## config.mk

```make
export PLATFORM = sky130hd
export DESIGN_NAME = uart_tx_fifo
export DESIGN_NICKNAME = d
export VERILOG_FILES = /design/src/rtl/uart_tx_fifo.sv
export SDC_FILE = /design/constraint.sdc
export NUM_CORES = 1
export LEC_CHECK = 0
export ABC_AREA = 1
export ABC_CLOCK_PERIOD_IN_PS = 4400
export CAP_MARGIN = 5
export CORE_UTILIZATION = 32
export CTS_CLUSTER_DIAMETER = 150
export DETAILED_ROUTE_END_ITERATION = 10
export PLACE_DENSITY = 0.57
export SLEW_MARGIN = 10
export SYNTH_ARGS = -nofsm -noshare
export SYNTH_HDL_FRONTEND = slang
export SYNTH_SLANG_ARGS = --single-unit
export TNS_END_PERCENT = 20
```

## constraint.sdc

```tcl
create_clock -name clk -period 4.4 [get_ports clk]
set_input_delay 0.44 -clock clk [delete_from_list [all_inputs] [get_ports clk]]
set_output_delay 0.44 -clock clk [all_outputs]
set_load 0.05 [all_outputs]
```

## src/rtl/uart_tx_fifo.sv

```systemverilog
// uart_tx_fifo: UART transmitter fed by a circular-buffer FIFO.
// Frames are start, DATA_WIDTH data bits LSB first, optional parity,
// STOP_BITS stop bits, then an optional idle gap. Parity mode and gap length
// are captured when a word is popped, so they cannot change mid-frame.
module uart_tx_fifo #(
    parameter int CLKS_PER_BIT = 5208,
    parameter int DATA_WIDTH   = 8,
    parameter int FIFO_DEPTH   = 16,
    parameter int STOP_BITS    = 1
) (
    input  logic                          clk,
    input  logic                          reset,
    input  logic                          wr_en,
    input  logic [DATA_WIDTH-1:0]         wr_data,
    input  logic [1:0]                    parity_mode,
    input  logic [3:0]                    gap_bits,
    input  logic                          clr_overflow,
    output logic                          tx,
    output logic                          busy,
    output logic                          full,
    output logic                          empty,
    output logic [$clog2(FIFO_DEPTH):0]   level,
    output logic                          overflow
);

    localparam int AW = $clog2(FIFO_DEPTH);
    localparam int BW = $clog2(CLKS_PER_BIT);
    localparam logic [AW:0]   DEPTH_L    = FIFO_DEPTH[AW:0];
    localparam logic [BW-1:0] BAUD_LAST  = BW'(CLKS_PER_BIT - 1);
    localparam logic [3:0]    DATA_LAST  = 4'(DATA_WIDTH - 1);
    localparam logic [3:0]    STOP_LAST  = 4'(STOP_BITS - 1);

    typedef enum logic [2:0] {
        S_IDLE,
        S_START,
        S_DATA,
        S_PARITY,
        S_STOP,
        S_GAP
    } state_t;

    logic [DATA_WIDTH-1:0] mem_q [FIFO_DEPTH];
    logic [AW-1:0]         rd_ptr_q, rd_ptr_d;
    logic [AW-1:0]         wr_ptr_q, wr_ptr_d;
    logic [AW:0]           count_q, count_d;
    logic                  overflow_q, overflow_d;

    state_t                state_q, state_d;
    logic [BW-1:0]         baud_q, baud_d;
    logic [3:0]            bit_cnt_q, bit_cnt_d;
    logic [DATA_WIDTH-1:0] shift_q, shift_d;
    logic                  par_en_q, par_en_d;
    logic                  par_bit_q, par_bit_d;
    logic [3:0]            gap_q, gap_d;
    logic                  tx_q, tx_d;

    logic                  push;
    logic                  pop;
    logic                  bit_end;
    logic [DATA_WIDTH-1:0] head;

    assign full     = (count_q == DEPTH_L);
    assign empty    = (count_q == '0);
    assign level    = count_q;
    assign overflow = overflow_q;
    assign tx       = tx_q;
    assign busy     = (state_q != S_IDLE);
    assign head     = mem_q[rd_ptr_q];
    assign push     = wr_en && !full;
    assign bit_end  = (baud_q == BAUD_LAST);

    // FIFO storage: data only, no reset needed
    always_ff @(posedge clk) begin
        if (push) begin
            mem_q[wr_ptr_q] <= wr_data;
        end
    end

    // FIFO pointers, occupancy and sticky overflow (a dropped write beats clear)
    always_comb begin
        wr_ptr_d   = push ? wr_ptr_q + AW'(1) : wr_ptr_q;
        rd_ptr_d   = pop  ? rd_ptr_q + AW'(1) : rd_ptr_q;
        count_d    = count_q;
        if (push && !pop) begin
            count_d = count_q + 1'b1;
        end else if (pop && !push) begin
            count_d = count_q - 1'b1;
        end
        overflow_d = overflow_q;
        if (wr_en && full) begin
            overflow_d = 1'b1;
        end else if (clr_overflow) begin
            overflow_d = 1'b0;
        end
    end

    // Frame sequencer: next state, counters, shift register and registered tx value
    always_comb begin
        state_d   = state_q;
        bit_cnt_d = bit_cnt_q;
        shift_d   = shift_q;
        par_en_d  = par_en_q;
        par_bit_d = par_bit_q;
        gap_d     = gap_q;
        pop       = 1'b0;
        tx_d      = 1'b1;

        case (state_q)
            S_IDLE: begin
                if (!empty) begin
                    pop       = 1'b1;
                    shift_d   = head;
                    par_en_d  = (parity_mode == 2'd1) || (parity_mode == 2'd2);
                    par_bit_d = (^head) ^ (parity_mode == 2'd2);
                    gap_d     = gap_bits;
                    state_d   = S_START;
                end
            end
            S_START: begin
                if (bit_end) begin
                    bit_cnt_d = '0;
                    state_d   = S_DATA;
                end
            end
            S_DATA: begin
                if (bit_end) begin
                    shift_d = shift_q >> 1;
                    if (bit_cnt_q == DATA_LAST) begin
                        bit_cnt_d = '0;
                        state_d   = par_en_q ? S_PARITY : S_STOP;
                    end else begin
                        bit_cnt_d = bit_cnt_q + 4'd1;
                    end
                end
            end
            S_PARITY: begin
                if (bit_end) begin
                    bit_cnt_d = '0;
                    state_d   = S_STOP;
                end
            end
            S_STOP: begin
                if (bit_end) begin
                    if (bit_cnt_q == STOP_LAST) begin
                        bit_cnt_d = '0;
                        state_d   = (gap_q != 4'd0) ? S_GAP : S_IDLE;
                    end else begin
                        bit_cnt_d = bit_cnt_q + 4'd1;
                    end
                end
            end
            S_GAP: begin
                if (bit_end) begin
                    if (bit_cnt_q == gap_q - 4'd1) begin
                        bit_cnt_d = '0;
                        state_d   = S_IDLE;
                    end else begin
                        bit_cnt_d = bit_cnt_q + 4'd1;
                    end
                end
            end
            default: begin
                state_d = S_IDLE;
            end
        endcase

        // Baud counter restarts on every state entry and at every bit boundary
        if ((state_d != state_q) || bit_end || (state_q == S_IDLE)) begin
            baud_d = '0;
        end else begin
            baud_d = baud_q + BW'(1);
        end

        // tx reflects the state being entered so the line changes on the same edge
        case (state_d)
            S_START:  tx_d = 1'b0;
            S_DATA:   tx_d = shift_d[0];
            S_PARITY: tx_d = par_bit_d;
            default:  tx_d = 1'b1;
        endcase
    end

    // State and control registers
    always_ff @(posedge clk or negedge reset) begin
        if (!reset) begin
            rd_ptr_q   <= '0;
            wr_ptr_q   <= '0;
            count_q    <= '0;
            overflow_q <= 1'b0;
            state_q    <= S_IDLE;
            baud_q     <= '0;
            bit_cnt_q  <= '0;
            shift_q    <= '0;
            par_en_q   <= 1'b0;
            par_bit_q  <= 1'b0;
            gap_q      <= '0;
            tx_q       <= 1'b1;
        end else begin
            rd_ptr_q   <= rd_ptr_d;
            wr_ptr_q   <= wr_ptr_d;
            count_q    <= count_d;
            overflow_q <= overflow_d;
            state_q    <= state_d;
            baud_q     <= baud_d;
            bit_cnt_q  <= bit_cnt_d;
            shift_q    <= shift_d;
            par_en_q   <= par_en_d;
            par_bit_q  <= par_bit_d;
            gap_q      <= gap_d;
            tx_q       <= tx_d;
        end
    end

endmodule

```

; Yosys cells after proc, flatten, opt, wreduce, memory -nomap -nowiden
; Memory sizes are Yosys's and may differ from the RTL's.
; Index checks and enable logic that the tools add are counted.
[word_totals]
inputBits = 18
mem_bits_ro = 0
wordCells = 102
n_memories = 1
latchBits = 0
output_inout_bits = 10
regBits = 49
ramBits = 128
[op_classes]
reduce_logical = 24
bitwise_logic = 2
mux = 35
add_sub_neg = 7
n_mul = 0
order_cmp = 0
div = 0
eq_ne = 20
shift = 0
[mem_list]
columns = name, words, word_bits, rd, rd_clocked_by_memory_dff, wr, line_no
row1 = mem_q, 16, 8, 1, 0, 1, 42  ; logic [DATA_WIDTH-1:0] mem_q [FIFO_DEPTH];
[ops]
columns = operator, n
row1 = two-way mux 3 bit, 11
row2 = two-way mux 4 bit, 7
row3 = case mux 3 bit (6 select lines), 1
row4 = two-way mux 8 bit, 2
row5 = case mux 4 bit (4 select lines), 1
row6 = case mux 8 bit (2 select lines), 1
row7 = adder 13 x 1 -> 13 bit (second input constant), 1
row8 = == test 13 bit (second input constant), 1
row9 = two-way mux 13 bit, 1
row10 = adder 4 x 1 -> 4 bit (second input constant), 3
row11 = == test 3 x 2 -> 1 bit (second input constant), 4
row12 = two-way mux 5 bit, 2
row13 = two-way mux 1 bit, 8
row14 = != test 2 bit (second input constant), 4
row15 = nonzero test 4 bit, 2
row16 = XOR reduction 8 bit, 1
row17 = == test 3 x 1 -> 1 bit (second input constant), 2
row18 = == test 3 bit (second input constant), 2
row19 = nonzero test 2 bit, 3
row20 = adder 5 x 1 -> 5 bit (second input constant), 1
row21 = == test 5 bit (second input constant), 1
row22 = logical NOT 5 bit, 1
row23 = AND reduction 5 bit, 1
row24 = subtractor 5 x 1 -> 5 bit (second input constant), 1
row25 = other kinds (19), 26

; Longest topological paths before layout
[logic_depth]
ltp_word = 9
mapped_depth = 20
mapped_depth_nobuf = 18

; Least setup slack after synthesis
; No wires, ideal clock.
[synth_path]
path_type = reg-to-reg
start = reg count_q[0] (netlist: level[0])
end = reg count_q[4] (netlist: level[4])
path_slack_ns = 0.912
n_path_buf = 0
path_stages_with_launch = 16
required_ns = 4.256
arrival_time_ns = 3.344
setup_time_ns = 0.144
cell_sequence = dfrtp_1 nor4_1 inv_1 nor2_1 inv_1 nand2_1 clkinv_1 ha_1 inv_1 ha_1 a21o_1 a21oi_1 nand2_1 nand2_1 nor2_1 xor2_1
[synth_between]
elab_chain_len = 6
elab_cells_between_ends = 15
[synth_lines]
columns = item, line_no
row1 = "start, declared", 45  ; logic [AW:0] count_q, count_d;
row2 = "start signal, assigned", 201  ; count_q <= count_d;
row3 = == test 5 bit (*), 62  ; assign full = (count_q == DEPTH_L);
row4 = net full, 20  ; output logic full,
row5 = logical NOT 1 bit (*), 69  ; assign push = wr_en && !full;
row6 = logical AND 1 bit (*), 69
row7 = net push, 57  ; logic push;
row8 = logical NOT 1 bit, 86  ; end else if (pop && !push) begin
row9 = logical AND 1 bit, 86
row10 = nonzero test 2 bit (no line), -
; Mark *: on every way through the listed nets, which the timed path passes. The rest lies on a longest branch. The select of a mux whose other input is x is not followed.
; A chain may end at the register's enable or synchronous reset.

; Worst setup path in the final report
[layout_path]
start = reg count_q[0] (netlist: level[0])
end = reg count_q[4] (netlist: level[4])
[layout_between]
elab_chain_len = 6
elab_cells_between_ends = 15
[layout_lines]
columns = item
row1 = "parallel branches: the longest is 6 deep, another holds subtractor 5 x 1 -> 5 bit"
; Several ways; the timed one is not identified. The select of a mux whose other input is x is not followed.

==> flow_summary.toml <==
[logic_synthesis]
ys_async_sr_fraction_pct = 27.68
synth_commonest_cells = "nand2_1 (274), edfxtp_1 (128), inv_1 (107)"
yosysUniqueCellTypes = 37
synthCells = 880
synth-edff-count = 128
synth-seq-cells = 177
synth.top_cell.area_share_pct = 46.25
yosysSeqAreaShare_pct = 61.02
yosysWarnings = 0
synth_area_leaders = "edfxtp_1 (46%), dfrtp_1 (14%), nand2_1 (12%)"
yosysTopAreaCell = "edfxtp_1"
synth_area_sq_mm = 0.008310
synth_nets = 914
synth_ff_type = "edfxtp_1"
synth_most_common_cell = "nand2_1"
synth_area_per_cell_sq_um = 9.444

[cts]
root_buffer = "clkbuf_16"
post_cts_buffers = 0
clock_sinks = 177
cts_hold_buffers = 1
cts.path.max_buffers = 2
cts.clk_slew.worst_paths_ns = 0.08
cts_resized = 0
cts_tree = "yes"
cts_buffers = 17
htree_levels = 4
clock_latency_ns = 0.44

[global_routing]
busiest_layer = "met2"
grt_remaining_overflow = 0
grt_pass1_wl_microns = 29410
grt_use_met1_pct = 19.45
track_usage_pct = 14.63
antenna_found_initial = 0
use_met2_pct = 23.86
grt_max_degree = 64
grt_pass1_vias = 5448
grt_use_met3_pct = 2.692

[route]
drcViolationCount = 0
drtIter0Drc = 450
wl_per_cell_microns = 14.72
final_antenna_net_count = 0
drtPass1Iterations = 5
vias_per_cell = 4.638
drt-total-wl_microns = 18350
vias = 5784

[worst_hold_path]
hold_depth = 1
holdCritPathClass = "reg2reg"

[timing]
hold_viol = 0
fmax_mhz = 342.3
finClkSkew_ns = 0.01613
rsz0062_at_grt = "no"
finalSetupViolCount = 0
setup_tns_ns = 0
final_max_slew_viol_count = 0
finalCriticalPeriod_ns = 2.922
layout_worst_path_cycle_share_pct = 66.41
worst_pin_slew_ns = 1.000
slew_headroom_pct = 33.06
timing.final.ws_setup_ns = 1.478

[critical_path]
crit_arrival_ns = 3.24
endpoint_kind = "flop"
cp_max_fo = 13
crit_type = "reg2reg"
worstRegToRegCells = 12
cp.required_ns = 4.72
critPathLaunchType = "flop"

[placement]
globalplace.congestion = 0.8196
dpl.hpwl_microns = 11550
pre_cts_ws_ns = 1.486
placedCellCount = 1214
port_buffers = 27

[pwr]
power_density_mw_per_mm2 = 443.2
vdd_ir_drop_max_uv = 253.9
power_leakage_nw = 4.060

[layout]
layout-area-overhead-vs-synth_pct = 14.03
nFillCells = 2457
stdcell_count = 1247
multi_input_area_sq_mm = 0.002613
fin_nets = 938
ff_latch_area_sq_mm = 0.005072
drive_above_1_share_pct = 5.671
antennaDiodeCount = 0

[run_status]
outcome = "finished clean"

[die]
core_sq_mm = 0.02533
io_pins = 28
start_util_pct = 32.81
die_area_sq_mm = 0.02662
num_rows = 58
die_w_microns = 163.2
die_y_microns = 163.2

[run]
drv_cap = 0
[worst max-delay path: stages (launching register included)]
cell	delay [ns]
dfrtp_1	0.46
nor4_1	0.40
nand2_1	0.13
nand2_1	0.37
ha_1	0.27
inv_1	0.10
fa_1	0.42
a21o_1	0.20
a21oi_1	0.16
nand2_1	0.07
nand2_1	0.06
nor2_1	0.04
xor2_1	0.13
[metal layers]
layer	share of wire, %	up-vias
met5	0	-
met4	1.3	0
met3	4.4	15
met2	49	133
met1	46	2727
li1	-	2909
[power breakdown]
group	switching (W)	total (W)	internal, W	leakage [nW]
sequential	0.0000719	0.00203	0.00196	1.76
clock	0.000774	0.00156	0.000784	0.298
combinational	0.000422	0.000611	0.000188	2.00
total	0.00127	0.00420	0.00293	4.06
[placed cells by master, fill, tap and decap left out, types with 3 or more instances in the layout]
cell             instances
clkbuf_16               17
a31oi_1                  3
o211ai_1                 9
buf_4                    5
o21ai_1                  6
inv_2                    7
clkdlybuf4s50_1         26
nand4_1                  3
nand3_1                 96
edfxtp_1               128
inv_1                  107
nor3_1                   6
xor2_1                  12
ha_1                    15
clkinv_8                 5
clkinv_1                 3
inv_8                    5
dfrtp_1                 47
o21ai_0                 27
nor2_1                  73
nand2_1                274
a21oi_1                 13
xnor2_1                  4
[metrics by stage]
step           total power (W)  hold WS (ns)  util (%)  instance area, sq um
6_report              0.004200        0.4744     37.42                  9477
5_1_grt               0.004374        0.5188     37.42                  9477
3_3_place_gp          0.002673        0.4495     34.93                  8846
4_1_cts               0.004234        0.4811     37.42                  9477
2_1_floorplan         0.002459        0.1444         -                  8310
3_5_place_dp          0.002682        0.4483     34.93                  8846
[final timing paths]
check,slack [ns],endpoint,start
min reg2reg,0.47,baud_q[0]$_DFF_PN0_,baud_q[0]$_DFF_PN0_
min,0.47,baud_q[0]$_DFF_PN0_,baud_q[0]$_DFF_PN0_
min in group asynchronous,0.51,baud_q[6]$_DFF_PN0_,reset
max,1.48,level[4]$_DFFE_PN0P_,level[0]$_DFFE_PN0P_
max reg2reg,1.48,level[4]$_DFFE_PN0P_,level[0]$_DFFE_PN0P_
max in group asynchronous,3.08,tx$_DFF_PN1_,reset
[area by class of cell]
class	count	share of cell area, %
clock buffer	17	4.489
clock inverter	15	2.060
inverter	118	4.700
multi-input combinational	557	27.57
sequential	177	53.53
tap	330	4.357
timing repair buffer	33	3.301
[kinds of logic after synthesis]
logic type | after synthesis | share of synthesized area [%]
AOI/OAI and AO/OA | 64 | 4.396
xor gates and xnor gates | 16 | 1.686
adders and majority gates | 16 | 2.499
buffers and inverters | 146 | 7.543
DFF | 177 | 61.02
and+or+nand+nor | 461 | 22.85
[state kept, by name (all words and copies together), names as in the netlist, 3 cells and up]
signal,flops
bit_cnt_q,4
baud_q,13
rd_ptr_q,4
mem_q,128
wr_ptr_q,4
shift_q,8
state_q,3
gap_q,4
level,5
Note: power is estimated with default switching activity, not from simulation.
